--- config.mk ---
export PLATFORM = sky130hd
export DESIGN_NAME = shared_mem_arbiter
export DESIGN_NICKNAME = d
export VERILOG_FILES = /design/src/rtl/shared_mem_arbiter.sv
export SDC_FILE = /design/constraint.sdc
export NUM_CORES = 1
export LEC_CHECK = 0
export ABC_AREA = 0
export CAP_MARGIN = 20
export CORE_MARGIN = 3
export CORE_UTILIZATION = 40
export DETAILED_ROUTE_END_ITERATION = 8
export PLACE_DENSITY = 0.54
export SETUP_SLACK_MARGIN = 0.02
export SYNTH_ARGS = -nofsm -noshare
export SYNTH_HDL_FRONTEND = slang
export SYNTH_SLANG_ARGS = --single-unit
--- constraint.sdc ---
create_clock -name clk -period 6.3 [get_ports clk]
set_clock_uncertainty 0.1 [all_clocks]
set_input_delay 0.945 -clock clk [delete_from_list [all_inputs] [get_ports clk]]
set_output_delay 0.945 -clock clk [all_outputs]
set_load 0.02 [all_outputs]
--- src/rtl/shared_mem_arbiter.sv ---
// shared_mem_arbiter: NUM_PORTS requesters share one word-organised storage
// array through a single-access-per-cycle arbiter. Each accepted transfer is
// answered two edges later with a one-cycle rsp_valid pulse on its own port.
// Build option: define SHARED_MEM_FIXED_PRIO_EN for fixed lowest-index-wins
// priority (no pointer register); default is round-robin arbitration.
module shared_mem_arbiter #(
    parameter int NUM_PORTS  = 2,
    parameter int DATA_WIDTH = 32,
    parameter int ADDR_WIDTH = 32,
    parameter int NUM_BYTES  = 64
) (
    input  logic                             clk,
    input  logic                             reset,
    input  logic [NUM_PORTS-1:0]             req_valid,
    output logic [NUM_PORTS-1:0]             req_ready,
    input  logic [NUM_PORTS-1:0]             req_write,
    input  logic [NUM_PORTS*ADDR_WIDTH-1:0]  req_addr,
    input  logic [NUM_PORTS*DATA_WIDTH-1:0]  req_wdata,
    output logic [NUM_PORTS-1:0]             rsp_valid,
    output logic [NUM_PORTS*DATA_WIDTH-1:0]  rsp_rdata
);

    localparam int BYTES_PER_WORD = DATA_WIDTH / 8;
    localparam int OFF_W          = (BYTES_PER_WORD > 1) ? $clog2(BYTES_PER_WORD) : 0;
    localparam int WORDS          = NUM_BYTES / BYTES_PER_WORD;
    localparam int IDX_W          = (WORDS > 1) ? $clog2(WORDS) : 1;
    localparam int PORT_W         = (NUM_PORTS > 1) ? $clog2(NUM_PORTS) : 1;

    logic [NUM_PORTS-1:0]             grant;
    logic                             xfer;
    logic [PORT_W-1:0]                sel_port;
    logic                             sel_write;
    logic [ADDR_WIDTH-1:0]            sel_addr;
    logic [DATA_WIDTH-1:0]            sel_wdata;
    logic [ADDR_WIDTH-1:0]            word_addr;
    logic [IDX_W-1:0]                 widx;
    logic                             unused_addr;

    logic [DATA_WIDTH-1:0]            mem_q [WORDS];
    logic                             pend_vld_q;
    logic [PORT_W-1:0]                pend_port_q;
    logic [DATA_WIDTH-1:0]            pend_data_q;
    logic [NUM_PORTS-1:0]             rsp_valid_q, rsp_valid_d;
    logic [NUM_PORTS*DATA_WIDTH-1:0]  rsp_rdata_q, rsp_rdata_d;

`ifdef SHARED_MEM_FIXED_PRIO_EN
    // Fixed priority: the lowest-indexed valid port always wins.
    always_comb begin
        grant = '0;
        for (int i = NUM_PORTS - 1; i >= 0; i--) begin
            if (req_valid[i]) begin
                grant    = '0;
                grant[i] = 1'b1;
            end
        end
    end
`else
    logic [PORT_W-1:0] ptr_q, ptr_d;

    // Round-robin: search starts one past the last granted port.
    always_comb begin
        logic              found;
        logic [PORT_W-1:0] idx;
        grant = '0;
        found = 1'b0;
        idx   = '0;
        for (int k = 1; k <= NUM_PORTS; k++) begin
            idx = PORT_W'((int'(ptr_q) + k) % NUM_PORTS);
            if (!found && req_valid[idx]) begin
                grant[idx] = 1'b1;
                found      = 1'b1;
            end
        end
    end

    assign ptr_d = xfer ? sel_port : ptr_q;

    // Pointer remembers the last accepted port; reset makes port 0 win first.
    always_ff @(posedge clk or negedge reset) begin
        if (!reset) ptr_q <= PORT_W'(NUM_PORTS - 1);
        else        ptr_q <= ptr_d;
    end
`endif

    // No grant can leave the block while reset is held.
    assign req_ready = reset ? grant : '0;
    assign xfer      = |req_ready;

    // Route the winning port's command onto the single storage access path.
    always_comb begin
        sel_port  = '0;
        sel_write = 1'b0;
        sel_addr  = '0;
        sel_wdata = '0;
        for (int i = 0; i < NUM_PORTS; i++) begin
            if (grant[i]) begin
                sel_port  = PORT_W'(i);
                sel_write = req_write[i];
                sel_addr  = req_addr[i*ADDR_WIDTH +: ADDR_WIDTH];
                sel_wdata = req_wdata[i*DATA_WIDTH +: DATA_WIDTH];
            end
        end
    end

    // Byte-offset bits are dropped and address bits above the array wrap.
    assign word_addr   = sel_addr >> OFF_W;
    assign widx        = (WORDS > 1) ? word_addr[IDX_W-1:0] : '0;
    assign unused_addr = ^word_addr;

    // Storage array: writes land at the accepting edge.
    always_ff @(posedge clk or negedge reset) begin
        if (!reset) begin
            for (int w = 0; w < WORDS; w++) mem_q[w] <= '0;
        end else if (xfer && sel_write) begin
            mem_q[widx] <= sel_wdata;
        end
    end

    // Accepted transfer held one cycle; a reset here drops it unanswered.
    always_ff @(posedge clk or negedge reset) begin
        if (!reset) begin
            pend_vld_q  <= 1'b0;
            pend_port_q <= '0;
            pend_data_q <= '0;
        end else begin
            pend_vld_q  <= xfer;
            pend_port_q <= sel_port;
            pend_data_q <= sel_write ? sel_wdata : mem_q[widx];
        end
    end

    // Response next state: pulse the owning port, other slices keep their data.
    always_comb begin
        rsp_valid_d = '0;
        rsp_rdata_d = rsp_rdata_q;
        if (pend_vld_q) begin
            rsp_valid_d[pend_port_q] = 1'b1;
            rsp_rdata_d[pend_port_q*DATA_WIDTH +: DATA_WIDTH] = pend_data_q;
        end
    end

    // Registered response outputs.
    always_ff @(posedge clk or negedge reset) begin
        if (!reset) begin
            rsp_valid_q <= '0;
            rsp_rdata_q <= '0;
        end else begin
            rsp_valid_q <= rsp_valid_d;
            rsp_rdata_q <= rsp_rdata_d;
        end
    end

    assign rsp_valid = rsp_valid_q;
    assign rsp_rdata = rsp_rdata_q;

endmodule

==> metrics.md, run 1 <==
| Metric | Value |
|---|---|
| Post-route antenna net violation count | 0 |
| Worst-Margin Slew | 1310 ps |
| Unique masters post-synth | 40 |
| R2R Path Start | ptr_q |
| Yosys top cell area share | 58.4% |
| Input/output buffers | 145 |
| Largest area contributor in the netlist | dfrtp_1 |
| Post-CTS Hold Fix Bufs | 0 |
| H-tree depth | 3 |
| Share of cells above drive strength 1 | 13.6% |
| Mapped Cells | 2,446 |
| Tmin final | 4810 ps |
| R2R Setup Slk | 2380 ps |
| DRT Pass-1 Iters | 5 |
| First-pass GRT wire length | 110,000 µm |
| RR Endpoint | mem_q[310] |
| Cell Rows | 93 |
| Die area | 0.0687 mm² |
| Skew-Pair Late Insertion Delay | 590 ps |
| Slew HR | 12.6% |
| Tcrit/Tclk final | 76.3% |
| Utilization after layout | 47.1% |
| Vias post-DR | 18,500 |
| CTS Buf Count | 67 |
| Vias in the first global route | 18,600 |
| Initial Util | 40.5% |
| Syn avg cell area | 10.7 µm² |
| Grt ovf | 0 |
| Critical Path AT | 3760 ps |
| Flop and latch count out of synthesis | 613 |
| Critical Path Source Type | input pin |
| Final Wtd Congestion | 0.751 |
| DPL Wire Length | 41,400 µm |
| Leak | 13.2 nW |
| Clk sink count | 613 |
| # resized after CTS | 0 |
| Post-synth net total | 2,580 |
| Max Clk Rate | 0.208 GHz |
| Drc violations | 0 |
| Initial DRC count | 1,197 |
| Cells on worst reg2reg path | 7 |
| Power per cell area | 419 mW/mm² |
| Ports | 202 |
| CTS tree | done |
| Final setup fails | 0 |
| Max Slew Vio Count | 0 |
| Status | complete, no violations |
| Number of setup buffers added after CTS | 0 |
| Crit path kind | input pin to output port |
| Maxcap violations | 0 |
| Core Region | 0.0647 mm² |
| HP Class | input pin to async pin |
| Dpl cell area | 0.0283 mm² |
| Top cells by area, synth | dfrtp_1 58%, a21oi_1 6.1%, nand2_1 5.5% |
| Worst vdd ir | 168 µV |
| Unrepaired setup endpoints after global routing | false |
| Reg clk slew, reported paths | 50 ps |
| Crit path max fanout | 25 |
| Wire length per cell | 20.6 µm |
| N_diodes | 0 |
| Synth Warn # | 0 |
| Largest net degree at the start of global routing | 169 |
| Primary FF master, synth | dfrtp_1 |
| Fin nets | 2,653 |
| Hold Fails Final Rpt | 0 |
| Design area | 0.0305 mm² |
| Antenna violations before repair | 0 |
| Vias per cell | 5.40 |
| Critical Path End Type | output port |
| CTS Buffer Depth | 3 |
| Die Wd | 262 µm |
| EDFF count, synth | 0 |
| Synth-to-layout area growth | 16.3% |
| Syn Std Cell Area | 0.0262 mm² |
| Die H | 262 µm |
| Asr flop ratio synth | 100% |
| Req. time, crit path | 5250 ps |
| Setup tns final | 0 ps |
| Clock Tree Root | clkbuf_16 |
| Final wirelength | 70,500 µm |
| Seq/Total Area, Yosys | 58.5% |
| Total GRT Usage | 20.9% |
## placed cells by master (no fill, tap or decap), types with 2 or more instances in the layout
master           Yosys  final
a32oi_2              2      2
and2_1               2      2
inv_1                2      2
o22ai_1             32     32
a21oi_1            321    321
buf_4               31     67
nor4_2               6      6
clkbuf_8             0     14
o21ai_1             27     27
nor2_2               2      2
mux2i_1             64     64
o21ai_0            229    229
clkdlybuf4s50_1      0    144
nor4_1              26     26
a32o_1               4      2
a22oi_1             96     96
and4_2               0      7
clkbuf_16            0     69
nand2_1            385    384
buf_12               0      8
dfrtp_1            612    612
mux4_2              64     64
clkinv_2             0     14
nand3_2              0      4
nor2_1             258    258
nand4_4              0      8
mux2_2              64     64
inv_6                0      2
clkbuf_1            72     16
## metrics by stage
step                      hold slack (ps)  worst slack, ps  cells  total power, mW
after floorplan                       345             3280   2446             7.90
after global placement                357             1120   3303             8.94
after detailed placement              365             1080   3303             9.11
after CTS                             289             1480   3421             12.9
after global routing                  315             1400   3423             13.6
final                                 281             1490   3423             12.8
## area by class of cell
type | count | area [µm²]
clock buffers | 99 | 1980
repair buffers | 221 | 2150
fillers | 6003 | 34200
flip-flops and latches | 613 | 15300
inverters | 2 | 7.51
multi-input cells | 1614 | 9810
well taps | 855 | 1070
clock inverters | 19 | 134
## where the power goes
group | internal (mW) | total, mW | switching [mW]
registers | 5.21 | 5.86 | 0.656
clock network | 2.22 | 3.78 | 1.56
logic | 1.54 | 3.15 | 1.61
## worst max path at each step
| stage | start | to |
|---|---|---|
| after floorplan | req_valid[0] | req_ready[1] |
| after global placement | req_valid[0] | mem_q[310] |
| after detailed placement | req_valid[0] | mem_q[310] |
| after CTS | req_valid[0] | req_ready[1] |
| after global routing | req_valid[0] | req_ready[1] |
| final | req_valid[0] | req_ready[1] |
## state kept, by name, summed over array words and instances (netlist names)
signal and cells:
mem_q 512, rsp_valid 2, pend_vld_q 1, pend_port_q 1, ptr_q 1, pend_data_q 32
rsp_rdata 64
## critical path, cell delays in order
cell and delay, ps:
clkdlybuf4s50_1 700, a21boi_4 810, buf_4 470, and2_1 200, clkdlybuf4s50_1 620
## per-layer routing
layer / GRT usage (%) / wire (µm)
met5: 0 / 0
met4: 5.90 / 1370
met3: 3.40 / 3330
met2: 35.4 / 34900
met1: 27.9 / 30900
## cells by family after synthesis
kind of cell / share of synthesized area [%]
compound gates: 15.1
buf+inv: 4.51
flops: 58.5
mux: 10.7
simple gates: 11.2
## synth_stat cells (2+ instances only)
library cell / count
a21oi_1: 321
a22oi_1: 96
a32o_1: 4
a32oi_2: 2
and2_1: 2
and4_1: 7
buf_1: 4
buf_2: 92
buf_4: 31
buf_6: 16
clkbuf_1: 72
clkbuf_4: 2
dfrtp_1: 612
inv_1: 2
mux2_2: 64
mux2i_1: 64
mux4_2: 64
nand2_1: 385
nand2b_1: 2
nand3_1: 4
nand4_2: 8
nor2_1: 258
nor2_2: 2
nor4_1: 26
nor4_2: 6
o21ai_0: 229
o21ai_1: 27
o22ai_1: 32
Note: power is estimated with default switching activity, not from simulation.
==> inputs of run 2 (changes only) <==
Clock period 6.3 ns to 4.93 ns, I/O delays scaled along.
==> metrics.md, run 2 (synthesized netlist as in run 1, its figures left out) <==
| Metric | Value |
|---|---|
| RR Endpoint | mem_q[40] (was mem_q[310]) |
| Leak | 13.4 nW (was 13.2 nW) |
| Setup tns final | 0 ps (unchanged) |
| Total GRT Usage | 20.9% (about the same) |
| Die H | 262 µm (unchanged) |
| Skew-Pair Late Insertion Delay | 600 ps (was 590 ps) |
| CTS Buffer Depth | 3 (unchanged) |
| Initial DRC count | 1,289 (was 1,197) |
| Max Slew Vio Count | 0 (unchanged) |
| R2R Path Start | ptr_q (unchanged) |
| Synth-to-layout area growth | 17.6% (was 16.3%) |
| DPL Wire Length | 41,900 µm (was 41,400 µm) |
| Antenna violations before repair | 1 (was 0) |
| Core Region | 0.0647 mm² (unchanged) |
| Unrepaired setup endpoints after global routing | false (unchanged) |
| Final setup fails | 0 (unchanged) |
| FILL cells | 6,020 (was 6,003) |
| WP buf/inv | 4 (was 3) |
| R2R Setup Slk | 1530 ps (was 2380 ps) |
| Crit path max fanout | 22 (was 25) |
| Cells on worst reg2reg path | 6 (was 7) |
| Final Wtd Congestion | 0.783 (was 0.751) |
| Busiest layer in global routing | met2 (unchanged) |
| Vias post-DR | 18,400 (was 18,500) |
| Grt ovf | 0 (unchanged) |
| Final wirelength | 69,800 µm (was 70,500 µm) |
| Most frequent cells in the layout | 612 x dfrtp_1, 384 x nand2_1, 321 x a21oi_1 (unchanged) |
| Ports | 202 (unchanged) |
| Crit path kind | input pin to output port (unchanged) |
| Inst Count DP | 3,322 (was 3,303) |
| Tcrit/Tclk final | 74.9% |
| Req. time, crit path | 4090 ps (was 5250 ps) |
| First-pass GRT wire length | 110,000 µm (about the same) |
| Met3 Use GR | 2.83% (was 3.40%) |
| Cell Rows | 93 (unchanged) |
| Vias per cell | 5.35 (was 5.40) |
| Power per cell area | 534 mW/mm² (was 419 mW/mm²) |
| Number of setup buffers added after CTS | 0 (unchanged) |
| Critical Path AT | 2860 ps (was 3760 ps) |
| Vias in the first global route | 18,600 (about the same) |
| Slowest-stage cell, CP | clkdlybuf4s50_1 (was a21boi_4) |
| Drc violations | 0 (unchanged) |
| Die area | 0.0687 mm² (unchanged) |
| Setup WS pre-CTS | 770 ps (was 1080 ps) |
| Worst Hold Path Cells | 2 |
| Slew HR | 14.5% (was 12.6%) |
| Wire length per cell | 20.3 µm (was 20.6 µm) |
| Most flops, register | mem_q (unchanged) |
| Reg clk slew, reported paths | 60 ps (was 50 ps) |
| Worst Min Path Start | mem_q[409] |
| Maxcap violations | 0 (unchanged) |
| CTS tree | done (unchanged) |
| HP Class | flop to flop (was input pin to async pin) |
| Input/output buffers | 145 (unchanged) |
| Initial Util | 40.5% (unchanged) |
| Critical path, cell by cell | clkdlybuf4s50_1 > buf_4 > a21boi_4 > buf_4 > and2_1 > clkdlybuf4s50_1 (was clkdlybuf4s50_1 > a21boi_4 > buf_4 > and2_1 > clkdlybuf4s50_1) |
| Most common cell after layout, fill and taps aside | dfrtp_1 (unchanged) |
| Share of cells above drive strength 1 | 14.3% (was 13.6%) |
| CTS Buf Count | 68 (was 67) |
| Fin nets | 2,674 (was 2,653) |
| H-tree depth | 3 (unchanged) |
| Worst Hold Path EP | mem_q[409] |
| Critical Path Source Type | input pin (unchanged) |
| Worst vdd ir | 202 µV (was 168 µV) |
| Die Wd | 262 µm (unchanged) |
| Number of stages on the worst setup path | 6 (was 5) |
| Status | complete, no violations (unchanged) |
| Max Clk Rate | 0.271 GHz |
| Hold Fails Final Rpt | 0 (unchanged) |
| Largest net degree at the start of global routing | 178 (was 169) |
| Cell family contributing the most delay on the critical path | buffers and inverters (unchanged) |
| DRT Pass-1 Iters | 5 (unchanged) |
| Slowest cell delay on critical path | 620 ps (was 810 ps) |
| Clk sink count | 613 (unchanged) |
| Critical Path End Type | output port (unchanged) |
| Final WS setup | 1240 ps (was 1490 ps) |
| M1 GR Usage | 28.5% (was 27.9%) |
| Final Non-Filler Cells | 3,445 (was 3,423) |
| Tmin final | 3690 ps |
| Max FFs per register | 512 (unchanged) |
| Worst-Margin Slew | 1280 ps (was 1310 ps) |
| Post-route antenna net violation count | 0 (unchanged) |
| Clock Tree Root | clkbuf_16 (unchanged) |
| GRT met2 Usage | 35.1% (was 35.4%) |
-- run 2: changes by cell type in the layout (fill, tap and decap cells not counted) --
| cell | previous run | this run |
|---|---|---|
| inv_6 | 2 | 4 |
| clkbuf_16 | 69 | 70 |
| dlygate4sd3_1 | 0 | 1 |
| clkinv_2 | 14 | 10 |
| clkbuf_8 | 14 | 16 |
| buf_12 | 8 | 20 |
| clkinv_8 | 0 | 1 |
| clkbuf_1 | 16 | 17 |
| buf_4 | 67 | 75 |
| clkinvlp_4 | 1 | 0 |
| diode_2 | 0 | 1 |
| buf_16 | 1 | 0 |
| clkinv_4 | 1 | 0 |
-- run 2: power breakdown --
| group | internal (mW) | total [mW] | switching, mW |
|---|---|---|---|
| Clock | 2.90 | 4.90 | 1.99 |
| Combinational | 1.99 | 4.08 | 2.09 |
| Sequential | 6.65 | 7.48 | 0.827 |
| Total | 11.5 | 16.5 | 4.91 |
-- run 2: worst max-delay path by stage --
| stage | startpoint | to | slack, ps |
|---|---|---|---|
| floorplan | req_valid[0] | pend_data_q[10] | 2280 |
| finish | req_valid[0] | req_ready[1] | 1240 |
| detailed placement | req_valid[1] | mem_q[487] | 770 |
| global route | req_valid[0] | req_ready[1] | 1140 |
| CTS | req_valid[0] | req_ready[1] | 1210 |
| global placement | req_valid[1] | mem_q[510] | 830 |
-- run 2: metrics by stage --
stage / util, % / hold slack (ps) / power, mW / instance area, µm²
2_1_floorplan: - / 344 / 10.1 / 26200
5_1_grt: 47.6 / 394 / 17.5 / 30800
4_1_cts: 47.6 / 379 / 16.7 / 30800
6_report: 47.7 / 373 / 16.5 / 30800
3_5_place_dp: 44.2 / 367 / 11.7 / 28600
3_3_place_gp: 44.2 / 356 / 11.5 / 28600
-- run 2: layer usage --
metal  part of all wire [%]  vias to the layer above
met4                    2.1                        0
li1                       -                     8744
met5                      0                        -
met2                     49                      388
met1                     45                     9193
met3                    3.9                       89
-- run 2: final cells by class --
type,count,area [µm²],area share [%]
Antenna cell,1,2.50,0.00812
Clock inverter,16,131,0.426
Tap cell,855,1070,3.47
Inverter,2,7.51,0.0244
Multi-Input combinational cell,1614,9810,31.8
Clock buffer,103,2040,6.60
Timing Repair Buffer,241,2430,7.88
Sequential cell,613,15300,49.8
-- run 2: worst register-to-register path: cells and delay by family, from the launching register on --
kind / cells / cell delay (ps)
buffers and inverters: 1 / 340
DFF: 1 / 570
AOI/OAI and AO/OA: 2 / 650
and+or+nand+nor: 3 / 1560
-- run 2: timing repair --
item	in CTS	in global routing
hold buffers	1	0
endpoints found under the hold margin	1	0
gates resized for setup	0	0
